===== src/rtl/serial_subtractor_pkg.sv =====
// Shared definitions for the bit-serial subtractor: FSM state encoding and
// the bit-counter sizing helper.
package serial_subtractor_pkg;

    typedef enum logic [1:0] {
        ST_IDLE = 2'd0,
        ST_RUN  = 2'd1,
        ST_DONE = 2'd2
    } state_t;

    // Counter must index bits 0..width-1; width is at least 2.
    function automatic int cnt_width(input int width);
        return (width > 2) ? $clog2(width) : 1;
    endfunction

endpackage


===== src/rtl/serial_subtractor_full_subtractor.sv =====
// One-bit full subtractor cell: difference and borrow-out for x - y - bin.
module full_subtractor (
    input  logic x,
    input  logic y,
    input  logic bin,
    output logic d,
    output logic bo
);

    assign d  = x ^ y ^ bin;
    assign bo = (~x & y) | (~(x ^ y) & bin);

endmodule


===== src/rtl/serial_subtractor.sv =====
// Bit-serial subtractor: diff = a - b, one bit per clock LSB first, with the
// borrow carried in a register between bits.
module serial_subtractor
    import serial_subtractor_pkg::*;
#(
    parameter int WIDTH = 8
) (
    input  logic             clk,
    input  logic             rst,
    input  logic             start,
    input  logic [WIDTH-1:0] a,
    input  logic [WIDTH-1:0] b,
    output logic             busy,
    output logic             done,
    output logic [WIDTH-1:0] diff,
    output logic             bout
);

    localparam int CW = cnt_width(WIDTH);
    localparam logic [CW-1:0] LAST = CW'(WIDTH - 1);

    state_t           state;
    state_t           state_next;
    logic [WIDTH-1:0] a_sr;
    logic [WIDTH-1:0] b_sr;
    logic [WIDTH-1:0] diff_r;
    logic [CW-1:0]    count;
    logic             br;
    logic             bout_r;
    logic             accept;
    logic             last;
    logic             bit_d;
    logic             bit_bo;

    full_subtractor u_cell (
        .x   (a_sr[0]),
        .y   (b_sr[0]),
        .bin (br),
        .d   (bit_d),
        .bo  (bit_bo)
    );

    assign last = (count == LAST);

    always_comb begin
        state_next = state;
        accept     = 1'b0;
        case (state)
            ST_IDLE: begin
                if (start) begin
                    accept     = 1'b1;
                    state_next = ST_RUN;
                end
            end
            ST_RUN: begin
                if (last) state_next = ST_DONE;
            end
            ST_DONE: begin
                // A start in the done cycle is accepted back-to-back.
                if (start) begin
                    accept     = 1'b1;
                    state_next = ST_RUN;
                end else begin
                    state_next = ST_IDLE;
                end
            end
            default: state_next = ST_IDLE;
        endcase
    end

    always_ff @(posedge clk) begin
        if (rst) begin
            state  <= ST_IDLE;
            a_sr   <= '0;
            b_sr   <= '0;
            diff_r <= '0;
            count  <= '0;
            br     <= 1'b0;
            bout_r <= 1'b0;
        end else begin
            state <= state_next;
            if (accept) begin
                a_sr  <= a;
                b_sr  <= b;
                br    <= 1'b0;
                count <= '0;
            end else if (state == ST_RUN) begin
                a_sr   <= a_sr >> 1;
                b_sr   <= b_sr >> 1;
                diff_r <= {bit_d, diff_r[WIDTH-1:1]};
                br     <= bit_bo;
                count  <= count + 1'b1;
                if (last) bout_r <= bit_bo;
            end
        end
    end

    assign busy = (state == ST_RUN);
    assign done = (state == ST_DONE);
    assign diff = diff_r;
    assign bout = bout_r;

endmodule

===== config.mk =====
export PLATFORM = sky130hd
export DESIGN_NAME = serial_subtractor
export DESIGN_NICKNAME = d
export VERILOG_FILES = /design/src/rtl/serial_subtractor_pkg.sv /design/src/rtl/serial_subtractor_full_subtractor.sv /design/src/rtl/serial_subtractor.sv
export SDC_FILE = /design/constraint.sdc
export NUM_CORES = 1
export LEC_CHECK = 0
export BUFFER_PORTS_ARGS = -buffer_cell sky130_fd_sc_hd__buf_2
export CAP_MARGIN = 20
export CORE_UTILIZATION = 52
export CTS_CLUSTER_DIAMETER = 200
export DETAILED_ROUTE_END_ITERATION = 16
export PLACE_DENSITY = 0.87
export SKIP_LAST_GASP = 1
export SLEW_MARGIN = 20
export SYNTH_ARGS = -nofsm -noshare
export SYNTH_HDL_FRONTEND = slang
export SYNTH_HIERARCHICAL = 1
export SYNTH_SLANG_ARGS = --single-unit

===== constraint.sdc =====
create_clock -name clk -period 1.6 [get_ports clk]
set_input_delay 0.16 -clock clk [delete_from_list [all_inputs] [get_ports clk]]
set_output_delay 0.16 -clock clk [all_outputs]
set_load 0.01 [all_outputs]

==> results_tabular.tex <==
\begin{tabular}{lr}
\hline
Metric & Value \\
\hline
\multicolumn{2}{l}{\textbf{Cells and area}} \\
Relative area change from synthesis to final layout & 12.7\% \\
Flip-flop and latch area & 621 sq um \\
Highest-count cells in the layout ignoring fill and taps & 31 x sky130\_fd\_sc\_hd\_\_dfxtp\_1, 29 x sky130\_fd\_sc\_hd\_\_buf\_2, 26 x sky130\_fd\_sc\_hd\_\_nand2\_1 \\
Cell area after layout & about 1500 sq um \\
Fin nets & between 150 and 200 \\
Proportion of layout cells with a drive suffix above 1 & 28.6\% \\
Most frequent standard cell in the layout excluding fill and tap cells & sky130\_fd\_sc\_hd\_\_dfxtp\_1 \\
Multi-input gate area & 561 sq um \\
Total of fill cells in the finished design & 179 \\
Antenna fix cells & 0 \\
\multicolumn{2}{l}{\textbf{CTS}} \\
Post-CTS setup-driven buffer insertion count & 0 \\
Clock latency on the worst-skew pair & between 0.3 and 0.4 ns \\
Clock edge transition at the registers on the reported setup and hold paths & 0.10 ns \\
Clock net sink count & 31 \\
\# resized after CTS & 0 \\
Count of hold buffers inserted by post-cts repair & 0 \\
Clock buffer count from CTS & 5 \\
H-tree depth reported by CTS & 2 \\
Maximum buffer depth of the clock tree & 2 \\
Root buffer selected by CTS & sky130\_fd\_sc\_hd\_\_clkbuf\_4 \\
CTS tree & built \\
\multicolumn{2}{l}{\textbf{Pwr}} \\
Reported leakage power & approximately 0.6 nW \\
Fraction of power consumed by combinational cells & 14.7\% \\
Portion of total power attributed to sequential cells & a little under three fifths \\
Peak ir drop on the vdd network & 0.000582 V \\
Power per standard cell area & 1010 nW/um\^{}2 \\
Design internal power & roughly 1.1 mW \\
Share of total power in the clock network & roughly 28\% \\
Total power consumption of the routed design & 1.48 mW \\
Sw Ratio & between 20 and 30\% \\
Sw Pwr & 0.405 mW \\
\multicolumn{2}{l}{\textbf{Setup path}} \\
Crit-path max cell delay & between 0.3 and 0.4 ns \\
Kind of start point of the critical path & flip-flop \\
Worst path cell trace & nand2b\_1 -> inv\_4 -> buf\_2 \\
Family with the most delay on the worst path & buffers and inverters \\
Critical Path AT & 1.31 ns \\
Maximum net fanout on the critical path & 29 \\
Critical path startpoint & state[1] \\
Startpoint of the most critical register-to-register path & state[1] \\
Required time worst endpoint & roughly 1.4 ns \\
Nature of the critical path endpoint & output pin \\
Worst setup path category & reg -> out \\
Slowest stage cell on the critical path & sky130\_fd\_sc\_hd\_\_dfxtp\_1 \\
Number of buffer and inverter stages on the critical path & 2 \\
\multicolumn{2}{l}{\textbf{Drt}} \\
Via count normalized by instance count & around 5.6 \\
Post-detailed-route wirelength per cell & 12.7 um \\
Count of vias placed by the detailed router & between 1000 and 1500 \\
Highest Signal Layer & met4 \\
Length of routed met3 wiring & 147 um \\
Count of routing violations after the opening detailed-route iteration & 36 \\
\# DRC & 0 \\
Routed wire length & 2570 um \\
1st-pass router iterations & 5 \\
Detailed-routed wire length on met2 & 1280 um \\
Count of nets left with antenna violations after detail routing & 0 \\
Wire length on met1 & approximately 1100 um \\
\multicolumn{2}{l}{\textbf{Synth}} \\
Count of state elements after synthesis & 31 \\
Synthesis warning total & 6 \\
Mapped Nets & 168 \\
Synth Cell Area & between 1000 and 1500 sq um \\
Mapped Avg Cell Area & $\sim$8.9 sq um \\
Number of library cell types mapped by synthesis & 29 \\
Gate Count Post-Synth & 146 \\
Register area share after synthesis & between 40\% and 50\% \\
\multicolumn{2}{l}{\textbf{Status}} \\
Result of the run & finished, final reports clean \\
\multicolumn{2}{l}{\textbf{Hold path}} \\
Min-Delay Startpoint & a[7] \\
Hold/Removal Path Class & in -> reg \\
\multicolumn{2}{l}{\textbf{STA}} \\
Final hold viol count & 0 \\
RSZ-0062 raised after global routing & no \\
Final critical-path required period & 1.47 ns \\
Setup violation total in the final timing report & 0 \\
Tightest Pin Transition & 0.400 ns \\
Setup TNS & 0 ns \\
Period Utilization, post-route & 91.9\% \\
Total count of max-transition violations in the final report & 0 \\
Clock Skew & 0.0107 ns \\
Max-slew headroom & about three quarters \\
Fmax & 680 MHz \\
\multicolumn{2}{l}{\textbf{Flow run}} \\
Max-Cap Viols & 0 \\
\multicolumn{2}{l}{\textbf{Die}} \\
Total I/O pin count & 30 \\
Die span in y & around 52 um \\
Initial Util & 56.8\% \\
Total number of placement rows & 17 \\
Total die area & 2710 sq um \\
Width of the chip & approximately 52 um \\
Placeable core region & 2300 sq um \\
\multicolumn{2}{l}{\textbf{Global routing}} \\
Wire length of the first global-routing pass & $\sim$4300 um \\
Maximum number of pins on one net before global-route repair & 30 \\
Number of global-route vias before repair & 1040 \\
Grt total ovfl & 0 \\
Number of antenna violations at the first check in global routing & 0 \\
Total Routing Usage GR & 22.1\% \\
\multicolumn{2}{l}{\textbf{Placement}} \\
Cell area after placement & 1420 sq um \\
Placed wire-length estimate after detailed placement & 1820 um \\
Final weighted congestion of routability-driven global placement & 0.756 \\
Number of port buffers & 29 \\
\hline
\end{tabular}
## sequential cells by signal (all words and copies together), names as in the netlist
signal  flops
a_sr        8
b_sr        8
diff        8
count       3
state       2
bout        1
br          1
## area by class of cell
| cell class | instances | area share [%] |
|---|---|---|
| clock buffers | 6 | 2.81 |
| clock inverters | 2 | 0.851 |
| inverters | 4 | 1.19 |
| multi-input cells | 98 | 38.1 |
| flip-flops and latches | 31 | 42.2 |
| well taps | 28 | 2.38 |
| repair buffers | 34 | 12.4 |
## through the flow
step                      instances  util [%]  setup WS (ns)  hold slack [ns]
final                           203      64.0          0.130           0.0726
after global routing            203      64.0         0.0618           0.0907
after CTS                       203      64.0          0.120           0.0628
after detailed placement        195      61.7          0.370            0.411
after global placement          195      61.7          0.466            0.405
after floorplan                 146         -          0.514            0.296
## cells by family (layout without fill, tap and decap cells)
kind of cell / count (synthesis) / count (layout) / synth area share (%)
adder cells (fa/ha/maj): 3 / 3 / 3.45
XOR/XNOR: 1 / 1 / 0.671
AO/OA/AOI/OAI: 30 / 30 / 15.6
AND/OR/NAND/NOR: 63 / 63 / 22.4
multiplexers: 1 / 1 / 0.767
buffers and inverters: 17 / 46 / 9.49
flip-flops: 31 / 31 / 47.6
## power by group through the flow
| stage | combinational, mW | clock [mW] | sequential [mW] |
|---|---|---|---|
| after floorplan | 0.182 | 0 | 0.855 |
| after global placement | 0.204 | 0 | 0.857 |
| after detailed placement | 0.217 | 0 | 0.860 |
| after CTS | 0.218 | 0.436 | 0.842 |
| after global routing | 0.242 | 0.473 | 0.847 |
| final | 0.217 | 0.423 | 0.843 |
## synthesized netlist by cell type
master                     instances  share of area [%]
sky130_fd_sc_hd__dfxtp_1          31                 48
sky130_fd_sc_hd__nand2_1          26                7.5
sky130_fd_sc_hd__nor3_1           22                8.4
sky130_fd_sc_hd__o22ai_1          11                5.3
sky130_fd_sc_hd__a21oi_1           9                3.5
sky130_fd_sc_hd__a21oi_2           6                4.0
sky130_fd_sc_hd__buf_2             5                1.9
sky130_fd_sc_hd__nand3_1           4                1.5
sky130_fd_sc_hd__nor2_1            4                1.2
sky130_fd_sc_hd__inv_1             3               0.86
sky130_fd_sc_hd__nand2b_1          3                1.4
sky130_fd_sc_hd__a22oi_1           2                1.2
sky130_fd_sc_hd__buf_4             2                1.2
sky130_fd_sc_hd__buf_6             2                1.7
sky130_fd_sc_hd__ha_1              2                1.9
sky130_fd_sc_hd__a311oi_2          1                1.2
sky130_fd_sc_hd__and2b_1           1               0.58
sky130_fd_sc_hd__buf_12            1                1.5
sky130_fd_sc_hd__buf_8             1                1.2
sky130_fd_sc_hd__clkbuf_1          1               0.29
sky130_fd_sc_hd__clkbuf_2          1               0.38
sky130_fd_sc_hd__fa_1              1                1.5
sky130_fd_sc_hd__inv_4             1               0.48
sky130_fd_sc_hd__mux2i_1           1               0.77
sky130_fd_sc_hd__nand3b_1          1               0.58
sky130_fd_sc_hd__nor2b_1           1               0.48
sky130_fd_sc_hd__nor3_2            1               0.77
sky130_fd_sc_hd__o21a_1            1               0.58
sky130_fd_sc_hd__xnor2_1           1               0.67
## path summary, 6_finish.rpt
kind / slack (ns) / depth (start not counted) / end
hold reg to reg: 0.46 / 2 / br
setup / recovery: 0.13 / 3 / busy
setup reg to reg: 0.34 / 4 / b_sr[6]
hold / removal: 0.07 / 3 / a_sr[7]
## worst min-delay path, delay by kind of cell
kind / cells / cell delay, ns
buffers and inverters: 1 / 0.10
AO/OA/AOI/OAI: 1 / 0.05
AND/OR/NAND/NOR: 1 / 0.04
## per-layer routing
metal	global-route usage (%)	vias up
met1	24.9	529
met3	7.02	7
met5	0	-
met4	13.5	0
li1	-	560
met2	36.1	39
Note: power is estimated with default switching activity, not from simulation.
